File: src/rtl/seg7_bcd_reader_if.sv
// Display-bus interface: segment/select lines in, decoded frame snapshot out.
interface seg7_bcd_reader_if #(
  parameter int unsigned NUM_DIGITS = 4
);
  logic [6:0]              seg_in;
  logic [NUM_DIGITS-1:0]   dig_sel;
  logic [4*NUM_DIGITS-1:0] bcd_out;
  logic [NUM_DIGITS-1:0]   digit_err;
  logic                    frame_valid;
  logic                    sel_err;

  // Side driving the display bus and consuming the snapshot.
  modport master (
    output seg_in, dig_sel,
    input  bcd_out, digit_err, frame_valid, sel_err
  );

  // The reader itself.
  modport slave (
    input  seg_in, dig_sel,
    output bcd_out, digit_err, frame_valid, sel_err
  );
endinterface

File: src/rtl/seg7_bcd_reader.sv
// Recovers BCD digits from a multiplexed active-high 7-segment bus and publishes
// one snapshot per complete scan frame.
module seg7_bcd_reader #(
  parameter int unsigned NUM_DIGITS    = 4,
  parameter int unsigned STABLE_CYCLES = 3
) (
  input logic               clk,
  input logic               rst_n,
  seg7_bcd_reader_if.slave  bus
);

  localparam int unsigned CntW  = $clog2(STABLE_CYCLES + 1);
  localparam int unsigned SampW = NUM_DIGITS + 7;

  typedef enum logic [1:0] {StIdle, StSettle, StLocked} state_e;

  state_e                          state_d, state_q;
  logic [SampW-1:0]                samp_d, samp_q;
  logic [CntW-1:0]                 cnt_d, cnt_q;
  logic                            changed, commit, frame_done;
  logic [NUM_DIGITS-1:0]           sel_q;
  logic [6:0]                      seg_q;
  logic [4:0]                      dec;

  logic [NUM_DIGITS-1:0][3:0]      slot_d, slot_q;
  logic [NUM_DIGITS-1:0]           slot_err_d, slot_err_q;
  logic [NUM_DIGITS-1:0]           seen_d, seen_q;
  logic [NUM_DIGITS-1:0][3:0]      bcd_d, bcd_q;
  logic [NUM_DIGITS-1:0]           derr_d, derr_q;
  logic                            fv_d, fv_q;
  logic                            serr_d, serr_q;

  // Returns {err, bcd}; blank maps to E, anything unrecognised to F with err.
  function automatic logic [4:0] seg_decode(input logic [6:0] s);
    case (s)
      7'h7E:   seg_decode = 5'h00;
      7'h30:   seg_decode = 5'h01;
      7'h6D:   seg_decode = 5'h02;
      7'h79:   seg_decode = 5'h03;
      7'h33:   seg_decode = 5'h04;
      7'h5B:   seg_decode = 5'h05;
      7'h5F:   seg_decode = 5'h06;
      7'h70:   seg_decode = 5'h07;
      7'h7F:   seg_decode = 5'h08;
      7'h7B:   seg_decode = 5'h09;
      7'h00:   seg_decode = 5'h0E;
      default: seg_decode = 5'h1F;
    endcase
  endfunction

  assign sel_q = samp_q[SampW-1:7];
  assign seg_q = samp_q[6:0];
  assign dec   = seg_decode(seg_q);

  // Input stage: capture the bus and track how long it has been unchanged.
  always_comb begin
    samp_d  = {bus.dig_sel, bus.seg_in};
    changed = (samp_d != samp_q);
    if (changed) begin
      cnt_d = CntW'(1);
    end else if (cnt_q == CntW'(STABLE_CYCLES)) begin
      cnt_d = cnt_q;
    end else begin
      cnt_d = cnt_q + CntW'(1);
    end
  end

  // FSM next state; commit fires once per stable run of a selected digit.
  always_comb begin
    state_d = state_q;
    commit  = 1'b0;
    unique case (state_q)
      StIdle: begin
        if (bus.dig_sel != '0) state_d = StSettle;
      end
      StSettle: begin
        if (cnt_q == CntW'(STABLE_CYCLES)) begin
          commit  = 1'b1;
          state_d = StLocked;
        end
        if (changed) state_d = (bus.dig_sel == '0) ? StIdle : StSettle;
      end
      StLocked: begin
        if (changed) state_d = (bus.dig_sel == '0) ? StIdle : StSettle;
      end
      default: state_d = StIdle;
    endcase
  end

  // Slot collection and frame snapshot; the snapshot takes slots before this edge's commit.
  always_comb begin
    frame_done = &seen_q;
    slot_d     = slot_q;
    slot_err_d = slot_err_q;
    seen_d     = frame_done ? '0 : seen_q;
    bcd_d      = frame_done ? slot_q : bcd_q;
    derr_d     = frame_done ? slot_err_q : derr_q;
    fv_d       = frame_done;
    serr_d     = 1'b0;
    if (commit) begin
      if ($onehot(sel_q)) begin
        for (int unsigned i = 0; i < NUM_DIGITS; i++) begin
          if (sel_q[i]) begin
            slot_d[i]     = dec[3:0];
            slot_err_d[i] = dec[4];
            seen_d[i]     = 1'b1;
          end
        end
      end else begin
        serr_d = 1'b1;
      end
    end
  end

  // Sample register, stability counter and FSM state.
  always_ff @(posedge clk) begin
    if (!rst_n) begin
      samp_q  <= '0;
      cnt_q   <= '0;
      state_q <= StIdle;
    end else begin
      samp_q  <= samp_d;
      cnt_q   <= cnt_d;
      state_q <= state_d;
    end
  end

  // Slots, seen mask and published outputs.
  always_ff @(posedge clk) begin
    if (!rst_n) begin
      slot_q     <= '0;
      slot_err_q <= '0;
      seen_q     <= '0;
      bcd_q      <= '0;
      derr_q     <= '0;
      fv_q       <= 1'b0;
      serr_q     <= 1'b0;
    end else begin
      slot_q     <= slot_d;
      slot_err_q <= slot_err_d;
      seen_q     <= seen_d;
      bcd_q      <= bcd_d;
      derr_q     <= derr_d;
      fv_q       <= fv_d;
      serr_q     <= serr_d;
    end
  end

  assign bus.bcd_out     = bcd_q;
  assign bus.digit_err   = derr_q;
  assign bus.frame_valid = fv_q;
  assign bus.sel_err     = serr_q;

endmodule

File: src/flat_wrapper.sv
// flat-port wrapper written by rule: the top's interface ports become plain ports
module seg7_bcd_reader_flat 
#(
  parameter int unsigned NUM_DIGITS    = 4,
  parameter int unsigned STABLE_CYCLES = 3
)
  (clk, rst_n, bus_seg_in, bus_dig_sel, bus_bcd_out, bus_digit_err, bus_frame_valid, bus_sel_err);
  seg7_bcd_reader_if #(.NUM_DIGITS(NUM_DIGITS)) bus_i ();
  input logic clk;
  input logic rst_n;
  input wire logic [$bits(bus_i.seg_in)-1:0] bus_seg_in;
  input wire logic [$bits(bus_i.dig_sel)-1:0] bus_dig_sel;
  output wire logic [$bits(bus_i.bcd_out)-1:0] bus_bcd_out;
  output wire logic [$bits(bus_i.digit_err)-1:0] bus_digit_err;
  output wire logic [$bits(bus_i.frame_valid)-1:0] bus_frame_valid;
  output wire logic [$bits(bus_i.sel_err)-1:0] bus_sel_err;
  assign bus_i.seg_in = bus_seg_in;
  assign bus_i.dig_sel = bus_dig_sel;
  assign bus_bcd_out = bus_i.bcd_out;
  assign bus_digit_err = bus_i.digit_err;
  assign bus_frame_valid = bus_i.frame_valid;
  assign bus_sel_err = bus_i.sel_err;
  seg7_bcd_reader #(.NUM_DIGITS(NUM_DIGITS), .STABLE_CYCLES(STABLE_CYCLES)) u_core (.clk(clk), .rst_n(rst_n), .bus(bus_i));
endmodule
File: config.mk
export PLATFORM = sky130hd
export DESIGN_NAME = seg7_bcd_reader_flat
export DESIGN_NICKNAME = d
export VERILOG_FILES = /design/src/rtl/seg7_bcd_reader_if.sv /design/src/rtl/seg7_bcd_reader.sv /design/src/flat_wrapper.sv
export SDC_FILE = /design/constraint.sdc
export NUM_CORES = 1
export LEC_CHECK = 0
export BUFFER_PORTS_ARGS = -buffer_cell sky130_fd_sc_hd__buf_2
export CAP_MARGIN = 10
export CELL_PAD_IN_SITES_DETAIL_PLACEMENT = 1
export CELL_PAD_IN_SITES_GLOBAL_PLACEMENT = 2
export CORE_AREA = 8 8 111 113
export CTS_BUF_LIST = sky130_fd_sc_hd__clkbuf_8
export DETAILED_ROUTE_END_ITERATION = 12
export DIE_AREA = 0 0 119 121
export PLACE_DENSITY_LB_ADDON = 0.1
export SLEW_MARGIN = 0
export SYNTH_ARGS = -nofsm -noshare
export SYNTH_HDL_FRONTEND = slang
export SYNTH_SLANG_ARGS = --single-unit
File: constraint.sdc
create_clock -name clk -period 4.4 [get_ports clk]
set_input_delay 0 -clock clk [delete_from_list [all_inputs] [get_ports clk]]
set_output_delay 0 -clock clk [all_outputs]
set_load 0.01 [all_outputs]
==> impl_metrics.csv <==
group,metric,value,unit
yosys,yosysSeqAreaShare,47.80,%
sta,finalHoldViolations,0,
hold_path,min_to,"u_core.slot_err_q[0]$_SDFFE_PN0P_",
setup_path,crit_chain,"ha_1 > ha_1 > fa_1 > or3b_2 > nor2_1 > and2_1 > nor2_1 > a211oi_1",
layout,nNetsFinal,345,
route,totalWireLength,6.787,mm
clock_network,clk_latency,0.34,ns
layout,final_area,0.003138,mm^2
run_status,status,"finished, final reports clean",
clock_network,holdBufCountCts,11,
setup_path,reg2reg_depth,8,
clock_network,cts_tree,"built",
global_route,met3_usage,3.164,%
global_route,grt_max_degree,34,
pwr,ir_drop,0.1233,mV
sta,period_share,61.61,%
route,dr.pass1.iters,4,
setup_path,cp_data_required_time,4.65,ns
setup_path,cp-end-kind,"flop",
sta,finalCriticalPeriod,2.711,ns
setup_path,start_kind,"flop",
yosys,yosysWarnings,0,
clock_network,cts-resized-gates,0,
placement,placedCellCount,445,
sta,setup_viol_count_final,0,
clock_network,clock-root-buffer,"clkbuf_8",
sta,worst_slew_pin_slew,0.7506,ns
clock_network,cts_max_path_buffers,2,
placement,io_buffers,34,
yosys,synth.avg_cell_area,8.810,um^2
clock_network,ctsHtreeMaxLevel,3,
sta,setup_ws,1.689,ns
layout,syn2layout_area_growth,22.82,%
setup_path,r2r_slack,1.69,ns
route,vias_per_cell,4.485,
layout,diodes,0,
clock_network,clkSinkCount,61,
clock_network,cts_inserted_buffers,9,
yosys,ys.flop_type,"dfxtp_1",
die,initial_core_util,24.10,%
setup_path,cp_slowest_stage_delay,0.48,ns
sta,drv_slew,0,
hold_path,holdCritPathClass,"input port to flop",
placement,gp_congestion,0.7092,
global_route,grt-busiest-layer,"met2",
yosys,syn_nets,308,
die,row_count,38,
setup_path,cp_data_arrival_time,2.96,ns
die,die-area,0.01440,mm^2
global_route,met1_usage,12.68,%
clock_network,path_clk_slew,0.07,ns
yosys,synth_cell_types,50,
sta,rsz0062_at_grt,"false",
hold_path,min_from,"rst_n",
clock_network,cts_setup_buffers,0,
sta,slew_headroom,49.96,%
die,die_w,119,um
setup_path,reg2reg_to,"u_core.slot_q[3]$_SDFFE_PN0P_",
placement,hpwl,4.703,mm
layout,final_cells,472,
sta,timing.hold.ws,0.1799,ns
yosys,synth_area_leaders,"dfxtp_1 48%, a21oi_1 8.4%, nand2_1 7.9%",
yosys,yosysTopAreaCellShare,47.80,%
yosys,synth-edff-count,0,
sta,fin_skew,0.01295,ns
global_route,grt_pass1_vias,2147,
placement,pre_cts_ws,1.651,ns
die,ios,35,
sta,tns,0,ns
hold_path,min_path_cells,3,
setup_path,crit_type,"flop to flop",
layout,post_route_cells_drive_above_1_share,19.58,%
yosys,synth-seq-cells,61,
yosys,synth_top_area_cell,"dfxtp_1",
global_route,grt_antenna_before_repair,0,
setup_path,cp_slowest_cell,"or3b_2",
sta,fmax,368.9,MHz
global_route,grt_overflow,0,
yosys,synth_area,0.002555,mm^2
route,vias,2117,
yosys,async_reset_ff_share,0,%
die,core_area,0.01060,mm^2
setup_path,reg2reg_from,"u_core.samp_q[9]$_SDFF_PN0_",
route,wl_per_cell,14.38,um
yosys,synth.most_common_cell,"dfxtp_1",
route,drc,0,
global_route,grt_pass1_wl,11.35,mm
die,die-height,121,um
pwr,power.density,379.4,mW/mm^2
pwr,leakage,0.001175,uW
global_route,groute.usage.overall,9.868,%
global_route,grt_util_met2,15.17,%
route,ant_nets,0,
run,maxCapViolCount,0,
setup_path,path_max_fanout,11,
yosys,ys_top_cells_by_count,"61 x dfxtp_1, 54 x nand2_1, 43 x a21oi_1",
route,drtIter0Drc,80,
placement,postPlaceCellArea,0.002814,mm^2
yosys,syn_inst,290,
## where the power goes
part	internal, uW	total (uW)	leakage [uW]	switching, uW
sequential	558	572	0.000495	14.0
combinational	36.1	72.7	0.000569	36.6
clock	317	546	0.000111	229
## flip-flops by register name, indices dropped and copies added (netlist names), 2 cells and up
register              flops
u_core.bus.bcd_out       16
u_core.state_q            2
u_core.seen_q             4
u_core.samp_q            11
u_core.slot_err_q         4
u_core.cnt_q              2
u_core.slot_q            16
u_core.bus.digit_err      4
## routing by layer
| layer | share of wire [%] | vias to the layer above |
|---|---|---|
| met5 | 0 | - |
| met3 | 4.3 | 11 |
| met4 | 1.4 | 0 |
| li1 | - | 1075 |
| met2 | 45 | 40 |
| met1 | 50 | 991 |
## final cells by class
| type | instances | area [um^2] |
|---|---|---|
| fill | 1242 | 7465 |
| tap | 140 | 175.2 |
| multi-input combinational | 206 | 1225 |
| inverter | 2 | 7.507 |
| sequential | 61 | 1221 |
| clock buffer | 9 | 123.9 |
| timing repair buffer | 47 | 295.3 |
| clock inverter | 7 | 90.09 |
## cells by family after synthesis
logic type | Yosys count | share of synthesized area [%]
xor+xnor | 13 | 4.456
simple gates | 109 | 21.89
flops | 61 | 47.80
fa+ha+maj | 5 | 2.743
compound gates | 77 | 18.07
mux | 2 | 0.7836
buf+inv | 23 | 4.261
## worst max path at each step
stage          slack (ns)                         start  depth (start not counted)                              to
6_report             1.69   u_core.samp_q[9]$_SDFF_PN0_                          8   u_core.slot_q[3]$_SDFFE_PN0P_
4_1_cts              1.66   u_core.samp_q[9]$_SDFF_PN0_                          8   u_core.slot_q[3]$_SDFFE_PN0P_
5_1_grt              1.41  u_core.samp_q[10]$_SDFF_PN0_                          8  u_core.slot_q[10]$_SDFFE_PN0P_
3_3_place_gp         1.73   u_core.samp_q[9]$_SDFF_PN0_                          8  u_core.slot_q[11]$_SDFFE_PN0P_
2_1_floorplan        1.97   u_core.samp_q[9]$_SDFF_PN0_                          9   u_core.slot_q[0]$_SDFFE_PN0P_
3_5_place_dp         1.65  u_core.samp_q[10]$_SDFF_PN0_                          8   u_core.slot_q[3]$_SDFFE_PN0P_
## per-stage QoR
| stage | util (%) | total power [uW] |
|---|---|---|
| after floorplan | - | 630.4 |
| after global placement | 26.54 | 651.7 |
| after detailed placement | 26.54 | 652.2 |
| after CTS | 29.60 | 1217 |
| after global routing | 29.60 | 1244 |
| final | 29.60 | 1191 |
## worst max-delay path, delay by kind of cell, from the launching register on
kind	cells	cell delay (ns)
and+or+nand+nor	4	1.11
adders and majority gates	3	0.98
DFF	1	0.33
AOI/OAI and AO/OA	1	0.20
## layout by cell type (no fill, tap or decap), types with 2 or more instances in the layout
master	instances
nor2_1	14
dfxtp_1	61
nand3_1	2
a32o_1	2
nand2_1	54
ha_1	4
xnor2_1	12
nand4_1	3
dlygate4sd3_1	11
buf_4	2
clkbuf_8	9
o22ai_1	4
bufinv_16	2
o21ai_0	14
a211oi_1	4
inv_1	3
a21oi_1	43
and2_1	17
mux2i_1	2
buf_2	34
clkinv_2	2
Power figures use the tool's default switching activity.
